File: config.mk
export PLATFORM = sky130hd
export DESIGN_NAME = div_result_bcd_flat
export DESIGN_NICKNAME = d
export VERILOG_FILES = /design/src/rtl/div_result_bcd_pkg.sv /design/src/rtl/div_result_bcd_if.sv /design/src/rtl/div_result_bcd_dd_step.sv /design/src/rtl/div_result_bcd.sv /design/src/flat_wrapper.sv
export SDC_FILE = /design/constraint.sdc
export NUM_CORES = 1
export LEC_CHECK = 0
export CAP_MARGIN = 0
export CORE_MARGIN = 3
export CORE_UTILIZATION = 30
export DETAILED_ROUTE_END_ITERATION = 7
export GPL_ROUTABILITY_DRIVEN = 0
export PLACE_DENSITY = 0.49
export RECOVER_POWER = 50
export SLEW_MARGIN = 20
export SYNTH_ARGS = -nofsm -noshare
export SYNTH_HDL_FRONTEND = slang
export SYNTH_SLANG_ARGS = --single-unit
File: constraint.sdc
create_clock -name clk -period 2.2 [get_ports clk]
set_input_delay 0.44 -clock clk [delete_from_list [all_inputs] [get_ports clk]]
set_output_delay 0.44 -clock clk [all_outputs]
set_load 0.01 [all_outputs]
File: src/rtl/div_result_bcd_pkg.sv
// Shared definitions for the divider-result BCD converter: FSM encoding,
// default sizes and the double-dabble nibble correction.
package div_result_bcd_pkg;

  localparam int DEF_WIDTH  = 8;
  localparam int DEF_DIGITS = 3;
  localparam int DEF_CW     = 4;

  typedef enum logic [1:0] {
    ST_IDLE  = 2'd0,
    ST_SHIFT = 2'd1
  } state_t;

  // Pre-shift correction so a nibble >= 5 carries into the next digit after doubling.
  function automatic logic [3:0] nibble_fix(input logic [3:0] nib);
    logic [3:0] res;
    if (nib >= 4'd5) begin
      res = nib + 4'd3;
    end else begin
      res = nib;
    end
    return res;
  endfunction

endpackage

File: src/rtl/div_result_bcd_if.sv
// Request/result bundle between the divider side and the BCD converter.
interface div_result_bcd_if
  import div_result_bcd_pkg::*;
#(
  parameter int WIDTH  = DEF_WIDTH,
  parameter int DIGITS = DEF_DIGITS
);
  logic                  convert;
  logic [WIDTH-1:0]      Quotient;
  logic [WIDTH-1:0]      Remainder;
  logic [4*DIGITS-1:0]   q_bcd;
  logic [4*DIGITS-1:0]   r_bcd;
  logic                  busy;
  logic                  done;

  modport master (
    output convert, Quotient, Remainder,
    input  q_bcd, r_bcd, busy, done
  );

  modport slave (
    input  convert, Quotient, Remainder,
    output q_bcd, r_bcd, busy, done
  );
endinterface

File: src/rtl/div_result_bcd_dd_step.sv
// One combinational double-dabble iteration: correct every nibble, then
// shift the accumulator left taking in the next binary MSB.
module div_result_bcd_dd_step
  import div_result_bcd_pkg::*;
#(
  parameter int DIGITS = DEF_DIGITS
) (
  input  logic [4*DIGITS-1:0] i_bcd,
  input  logic                i_bin_msb,
  output logic [4*DIGITS-1:0] o_bcd
);

  logic [4*DIGITS-1:0] w_fixed;
  logic                w_unused_top;

  always_comb begin
    w_fixed = '0;
    for (int d = 0; d < DIGITS; d++) begin
      w_fixed[4*d +: 4] = nibble_fix(i_bcd[4*d +: 4]);
    end
  end

  // The bit shifted out of the top is discarded; the digit count guarantees it is zero.
  assign {w_unused_top, o_bcd} = {w_fixed, i_bin_msb};

endmodule

File: src/rtl/div_result_bcd.sv
// Sequential binary-to-BCD converter for the divider's quotient and remainder,
// both paths converted in lockstep, results held until the next conversion.
module div_result_bcd
  import div_result_bcd_pkg::*;
#(
  parameter int WIDTH  = DEF_WIDTH,
  parameter int DIGITS = DEF_DIGITS,
  parameter int CW     = DEF_CW
) (
  input  logic             clk,
  input  logic             Clear,
  div_result_bcd_if.slave  bus
);

  state_t              r_state;
  state_t              w_state_nxt;
  logic                w_load;
  logic                w_last;
  logic [CW-1:0]       r_cnt;
  logic [WIDTH-1:0]    r_bin_q;
  logic [WIDTH-1:0]    r_bin_r;
  logic [4*DIGITS-1:0] r_acc_q;
  logic [4*DIGITS-1:0] r_acc_r;
  logic [4*DIGITS-1:0] w_acc_q_nxt;
  logic [4*DIGITS-1:0] w_acc_r_nxt;
  logic [4*DIGITS-1:0] r_q_bcd;
  logic [4*DIGITS-1:0] r_r_bcd;
  logic                r_done;

  div_result_bcd_dd_step #(.DIGITS(DIGITS)) u_step_q (
    .i_bcd     (r_acc_q),
    .i_bin_msb (r_bin_q[WIDTH-1]),
    .o_bcd     (w_acc_q_nxt)
  );

  div_result_bcd_dd_step #(.DIGITS(DIGITS)) u_step_r (
    .i_bcd     (r_acc_r),
    .i_bin_msb (r_bin_r[WIDTH-1]),
    .o_bcd     (w_acc_r_nxt)
  );

  // Convert is only honoured from IDLE, so a request during SHIFT is dropped.
  always_comb begin
    w_state_nxt = r_state;
    w_load      = 1'b0;
    w_last      = 1'b0;
    case (r_state)
      ST_IDLE: begin
        if (bus.convert) begin
          w_state_nxt = ST_SHIFT;
          w_load      = 1'b1;
        end else begin
          w_state_nxt = ST_IDLE;
        end
      end
      ST_SHIFT: begin
        if (r_cnt == CW'(WIDTH - 1)) begin
          w_state_nxt = ST_IDLE;
          w_last      = 1'b1;
        end else begin
          w_state_nxt = ST_SHIFT;
        end
      end
      default: begin
        w_state_nxt = ST_IDLE;
      end
    endcase
  end

  always_ff @(posedge clk or posedge Clear) begin
    if (Clear) begin
      r_state <= ST_IDLE;
      r_cnt   <= '0;
      r_bin_q <= '0;
      r_bin_r <= '0;
      r_acc_q <= '0;
      r_acc_r <= '0;
      r_q_bcd <= '0;
      r_r_bcd <= '0;
      r_done  <= 1'b0;
    end else begin
      r_state <= w_state_nxt;
      r_done  <= w_last;
      if (w_load) begin
        r_bin_q <= bus.Quotient;
        r_bin_r <= bus.Remainder;
        r_acc_q <= '0;
        r_acc_r <= '0;
        r_cnt   <= '0;
      end else if (r_state == ST_SHIFT) begin
        r_bin_q <= {r_bin_q[WIDTH-2:0], 1'b0};
        r_bin_r <= {r_bin_r[WIDTH-2:0], 1'b0};
        r_acc_q <= w_acc_q_nxt;
        r_acc_r <= w_acc_r_nxt;
        r_cnt   <= r_cnt + CW'(1);
        // Outputs update only on the final step; they stay put during a new run.
        if (w_last) begin
          r_q_bcd <= w_acc_q_nxt;
          r_r_bcd <= w_acc_r_nxt;
        end
      end
    end
  end

  assign bus.q_bcd = r_q_bcd;
  assign bus.r_bcd = r_r_bcd;
  assign bus.busy  = (r_state == ST_SHIFT);
  assign bus.done  = r_done;

endmodule

File: src/flat_wrapper.sv
// flat-port wrapper written by rule: the top's interface ports become plain ports
module div_result_bcd_flat import div_result_bcd_pkg::*;
#(
  parameter int WIDTH  = DEF_WIDTH,
  parameter int DIGITS = DEF_DIGITS,
  parameter int CW     = DEF_CW
)
  (clk, Clear, bus_convert, bus_Quotient, bus_Remainder, bus_q_bcd, bus_r_bcd, bus_busy, bus_done);
  div_result_bcd_if #(.WIDTH(WIDTH), .DIGITS(DIGITS)) bus_i ();
  input  logic clk;
  input  logic Clear;
  input wire logic [$bits(bus_i.convert)-1:0] bus_convert;
  input wire logic [$bits(bus_i.Quotient)-1:0] bus_Quotient;
  input wire logic [$bits(bus_i.Remainder)-1:0] bus_Remainder;
  output wire logic [$bits(bus_i.q_bcd)-1:0] bus_q_bcd;
  output wire logic [$bits(bus_i.r_bcd)-1:0] bus_r_bcd;
  output wire logic [$bits(bus_i.busy)-1:0] bus_busy;
  output wire logic [$bits(bus_i.done)-1:0] bus_done;
  assign bus_i.convert = bus_convert;
  assign bus_i.Quotient = bus_Quotient;
  assign bus_i.Remainder = bus_Remainder;
  assign bus_q_bcd = bus_i.q_bcd;
  assign bus_r_bcd = bus_i.r_bcd;
  assign bus_busy = bus_i.busy;
  assign bus_done = bus_i.done;
  div_result_bcd #(.WIDTH(WIDTH), .DIGITS(DIGITS), .CW(CW)) u_core (.clk(clk), .Clear(Clear), .bus(bus_i));
endmodule
# Word-level counts from Yosys, hierarchy flattened
# Cells that the tools add are included.
[classes] n_bitwise=1 muxes=23 eq_ne=2 n_addsub=7 n_lt_le_gt_ge=6 n_reduce_logical=3
[op_table] operator="2-to-1 mux 12 bit" count=4
[op_table] operator="2-to-1 mux 8 bit" count=4
[op_table] operator="greater-or-equal comparator 4 x 3 -> 1 bit, second input constant" count=6
[op_table] operator="2-to-1 mux 4 bit" count=6
[op_table] operator="adder 4 x 2 -> 4 bit, second input constant" count=4
[op_table] operator="adder 3 x 2 -> 3 bit, second input constant" count=2
[op_table] operator="2-to-1 mux 1 bit" count=6
[op_table] operator="2-to-1 mux 3 bit" count=2
[op_table] operator="adder 4 x 1 -> 4 bit, second input constant" count=1
[op_table] operator="== test 4 x 3 -> 1 bit, second input constant" count=1
[op_table] operator="case mux 2 bit (2 select lines)" count=1
[op_table] operator="AND reduction 3 bit" count=1
[op_table] operator="== test 2 x 1 -> 1 bit, second input constant" count=1
[op_table] operator="logical NOT 2 bit" count=1
[op_table] operator="nonzero test 2 bit" count=1
[op_table] operator="inverter 1 bit" count=1
[word_totals] out_inout_bits=26 ff_bits=71 inputBits=19 wordCells=51

# Longest topological paths before layout
[depth] depth_word=4 depth_mapped=6 mapped_depth_nobuf=6

# Hierarchy
# From an unflattened synthesis, not the netlist that was laid out.
[unflattened] cells_unflattened=318 area_unflattened_um2=3482.1
[by_module_without_submodules] mod="div_result_bcd" seq_area_each_um2=1751.7 area_per_inst_um2=2899.0 n_inst=1 cells_per_inst=228
[by_module_without_submodules] mod="div_result_bcd_dd_step" seq_area_each_um2=0.0 area_per_inst_um2=291.5 n_inst=2 cells_per_inst=45

# Worst setup path before layout
# Ideal clock, no wire load.
[synth_path] path_kind="register to register" from="register u_core.r_acc_q[0]" to="register u_core.r_q_bcd[2], in the netlist u_core.bus.q_bcd[2]" t_required_ps=2117 period_less_slack_ps=1525 path_stages_with_launch=7 arrival_ps=1443 setup_slack_ps=675 n_path_buf=0 path_cell_list="dfrtp_1 -> inv_1 -> ha_1 -> nand2b_1 -> a21oi_1 -> mux2_2 -> o21ai_0"
[synth_via] elab_chain_len=2
[synth_lines] item="start: declaration" line="div_result_bcd.sv:22" rtl="logic [4*DIGITS-1:0] r_acc_q;"
[synth_lines] item="start signal: assignment" line="div_result_bcd.sv:93" rtl="r_acc_q <= w_acc_q_nxt;"
[synth_lines] item="adder 4 x 2 -> 4 bit / greater-or-equal comparator 4 x 3 -> 1 bit (equally long branches)" line="div_result_bcd_pkg.sv:18, div_result_bcd_pkg.sv:17"
[synth_lines] item="2-to-1 mux 4 bit *" line="div_result_bcd_pkg.sv:17" rtl="if (nib >= 4'd5) begin"
[synth_lines] item="end signal: assignment" line="div_result_bcd.sv:98" rtl="r_q_bcd <= w_acc_q_nxt;"
[synth_lines] item="end: declaration" line="div_result_bcd.sv:26" rtl="logic [4*DIGITS-1:0] r_q_bcd;"
# Mark *: on every way between the ends. The rest lies on a longest branch, timed or not.
# A chain may end at the register's enable or synchronous reset.

# Final worst setup path
[layout_path] from="register u_core.r_state[0]" to="output port bus_busy"
[layout_via] elab_chain_len=1
[layout_lines] item="start: declaration" line="div_result_bcd.sv:15" rtl="state_t r_state;"
[layout_lines] item="start signal: assignment" line="div_result_bcd.sv:82" rtl="r_state <= w_state_nxt;"
[layout_lines] item="== test 2 x 1 -> 1 bit" line="div_result_bcd.sv:107" rtl="assign bus.busy = (r_state == ST_SHIFT);"
[layout_lines] item="end: declaration" line="flat_wrapper.sv:17" rtl="output wire logic [$bits(bus_i.busy)-1:0] bus_busy;"
# No other way between the ends.

==> flow_summary.ini <==
[run_status]
status = finished clean

[finish]
fill_cells = 1060
area_delta_synth_final_pct = 22.9
nNetsFinal = 389
drive_gt1_share_pct = 8.36
regArea_sq_um = 1750
multi_input_area_sq_um = 1370
diodes = 0

[critical_path]
crit_path_start_kind = flip-flop
critPathMaxFanout = 10
path_cells = clkdlybuf4s50_1
path_delay_family = buffers and inverters
worstSetupEndpointType = primary output
critPathSlowestCell = clkdlybuf4s50_1
reg2reg_from = u_core.r_state[0]
cp-startpoint = u_core.r_state[0]
path_buf_inv = 1
r2r_setup_slack_ns = 0.44
required_ns = 1.76
setup.worst_path.class = flip-flop to primary output
cpPeakStageDelay_ns = 0.60
crit_arrival_ns = 1.49

[timing]
post-route-min-period_ns = 1.93
setup_viol = 0
clock.fmax_mhz = 517
final-hold-violation-count = 0
post-route-period-util_pct = 87.9
skew_ns = 0.0109
tns_ns = 0
worst_slew_pin_slew_ns = 0.957
hold_slack_ns = 0.477
relSlewSlack_pct = 36.2
rsz0062_at_grt = false
slew_violations = 0

[global_routing]
first_global_vias = 2299
grt_pass1_wl_mm = 11.2
grt_max_degree = 71
track_usage_pct = 11.9
antenna_found_initial = 0
grt_overflow = 0

[synthesis]
synth_simple_gate_area_share_pct = 12.2
yosysTopAreaCellShare_pct = 53.9
synth_warnings = 0
synth_top_family_by_area = compound AO/OA/AOI/OAI gates
ys_ff_latch = 70
syn_avg_cell_area_sq_um = 10.5
ys_types = 28
synth_area_leader_cell = dfrtp_1
synth-xor-area-share_pct = 1.89
synth_area_sq_um = 3250
ys_seq_area_share_pct = 53.9
synth.area.top_cells = dfrtp_1 (54%), o21ai_0 (8.0%), nand2_1 (6.1%)
syn-num-nets = 343
synth_compound_area_share_pct = 13.0
yosys.area_share.adder_pct = 5.00
synth_cells = 311
synthMuxAreaShare_pct = 10.0

[pwr]
p_per_area_nw_per_um2 = 1420
p_leak_nw = 1.79
ir_worst_vdd_uv = 393
p_total_mw = 5.68

[route]
viasPerCell = 4.73
drt_wl_total_mm = 6.48
vias = 2339
drtIter0Drc = 75
firstDrtPassIters = 5
drt.antenna.violating_nets = 0
routedWlPerCell_microns = 13.1
post-route-drc-count = 0

[cts]
cts_setup_buffers = 0
cts_tree = built
cts_root_buf = clkbuf_8
postCtsHoldBufs = 0
numCtsBuffers = 9
cts_buffer_depth = 2
clock-sinks = 70
cts-resized-gates = 0
worstSkewPairLatency_ns = 0.34
clk_pin_slew_ns = 0.07
h-tree-depth = 3

[placed_design]
place.port_buffers = 44
hpwl_mm = 4.25

[flow_run]
cap_violations = 0

[floorplan]
die_y_microns = 110
start_util_pct = 31.2
die_x_microns = 110
ios = 45
core-area_sq_um = 10400
rows = 37
dieArea_sq_um = 12100

[min_path]
min_from = u_core.r_bin_q[6]
hold_path_class = flip-flop to flip-flop
stage by stage:
stage	util [%]	instances	setup slack (ns)	instance area, sq um
6_report	38.4	495	0.266	4000
3_3_place_gp	37.0	482	0.510	3850
4_1_cts	38.5	495	0.219	4010
5_1_grt	38.4	495	0.154	4000
2_1_floorplan	-	311	0.675	3260
3_5_place_dp	37.0	482	0.474	3850
state kept, by name (all words and copies together), names as in the netlist:
register          cells
u_core.bus.done       1
u_core.bus.q_bcd     12
u_core.bus.r_bcd     12
u_core.r_acc_q       12
u_core.r_acc_r       12
u_core.r_bin_q        8
u_core.r_bin_r        8
u_core.r_cnt          4
u_core.r_state        1
placed cells by master (no fill, tap or decap):
| cell | n |
|---|---|
| a21oi_1 | 14 |
| a22o_1 | 9 |
| a31oi_1 | 1 |
| and2b_1 | 1 |
| buf_4 | 4 |
| clkbuf_1 | 1 |
| clkbuf_2 | 1 |
| clkbuf_4 | 1 |
| clkbuf_8 | 11 |
| clkdlybuf4s50_1 | 42 |
| clkinv_1 | 1 |
| clkinvlp_4 | 2 |
| dfrtp_1 | 70 |
| dlygate4sd3_1 | 2 |
| ha_1 | 13 |
| inv_1 | 13 |
| mux2_2 | 4 |
| mux2_4 | 6 |
| mux2i_1 | 19 |
| nand2_1 | 53 |
| nand2b_1 | 7 |
| nand3_1 | 2 |
| nand3_2 | 1 |
| nand3b_1 | 1 |
| nand4_1 | 1 |
| nor2_1 | 5 |
| nor3_1 | 2 |
| nor3b_1 | 8 |
| o21ai_0 | 52 |
| o31ai_1 | 1 |
| or3_1 | 4 |
| xnor2_1 | 7 |
logic make-up after synthesis:
logic type / count (synthesis)
compound gates: 77
xor+xnor: 7
fa+ha+maj: 13
buf+inv: 30
flops: 70
mux: 29
simple gates: 85
synthesized netlist by cell type, drive strengths merged:
library cell   n
a21oi         14
nor3           2
ha            13
nand4          1
nor2           5
mux2i         19
nor3b          8
a31oi          1
mux2          10
clkbuf         6
buf            9
a22o           9
nand2         53
clkinv         1
xnor2          7
nand2b         7
inv           14
or3            4
and2b          1
dfrtp         70
o21ai         52
nand3b         1
nand3          3
o31ai          1
area by class of cell:
class	instances	share of cell area, %
clock inverters	1	0.188
inverters	15	1.50
flip-flops and latches	70	43.8
multi-input cells	211	34.3
clock buffers	12	3.88
well taps	136	4.26
repair buffers	50	12.1
metal layers:
metal | share of wire (%) | GRT usage (%) | up-vias
li1 | - | - | 1147
met1 | 50 | 16.0 | 1133
met2 | 44 | 18.4 | 46
met3 | 4.3 | 2.39 | 13
met4 | 2.3 | 6.07 | 0
met5 | 0 | 0 | -
worst paths after layout:
path	cells past startpoint	to
min in group asynchronous	3	u_core.r_bin_q[1]
setup reg to reg	4	u_core.bus.r_bcd[6]
max in group asynchronous	3	u_core.r_acc_r[5]
setup / recovery	1	bus_busy
hold reg to reg	2	u_core.r_bin_q[7]
hold / removal	2	u_core.r_bin_q[7]
where the power goes:
part           switching [mW]  leakage [nW]  total, mW  internal [mW]
Clock                   0.445        0.0804      0.897          0.453
Combinational            1.25         0.815       2.51           1.26
Sequential              0.417         0.895       2.27           1.85
Total                    2.11          1.79       5.68           3.57
(Power assumes the default switching activity.)
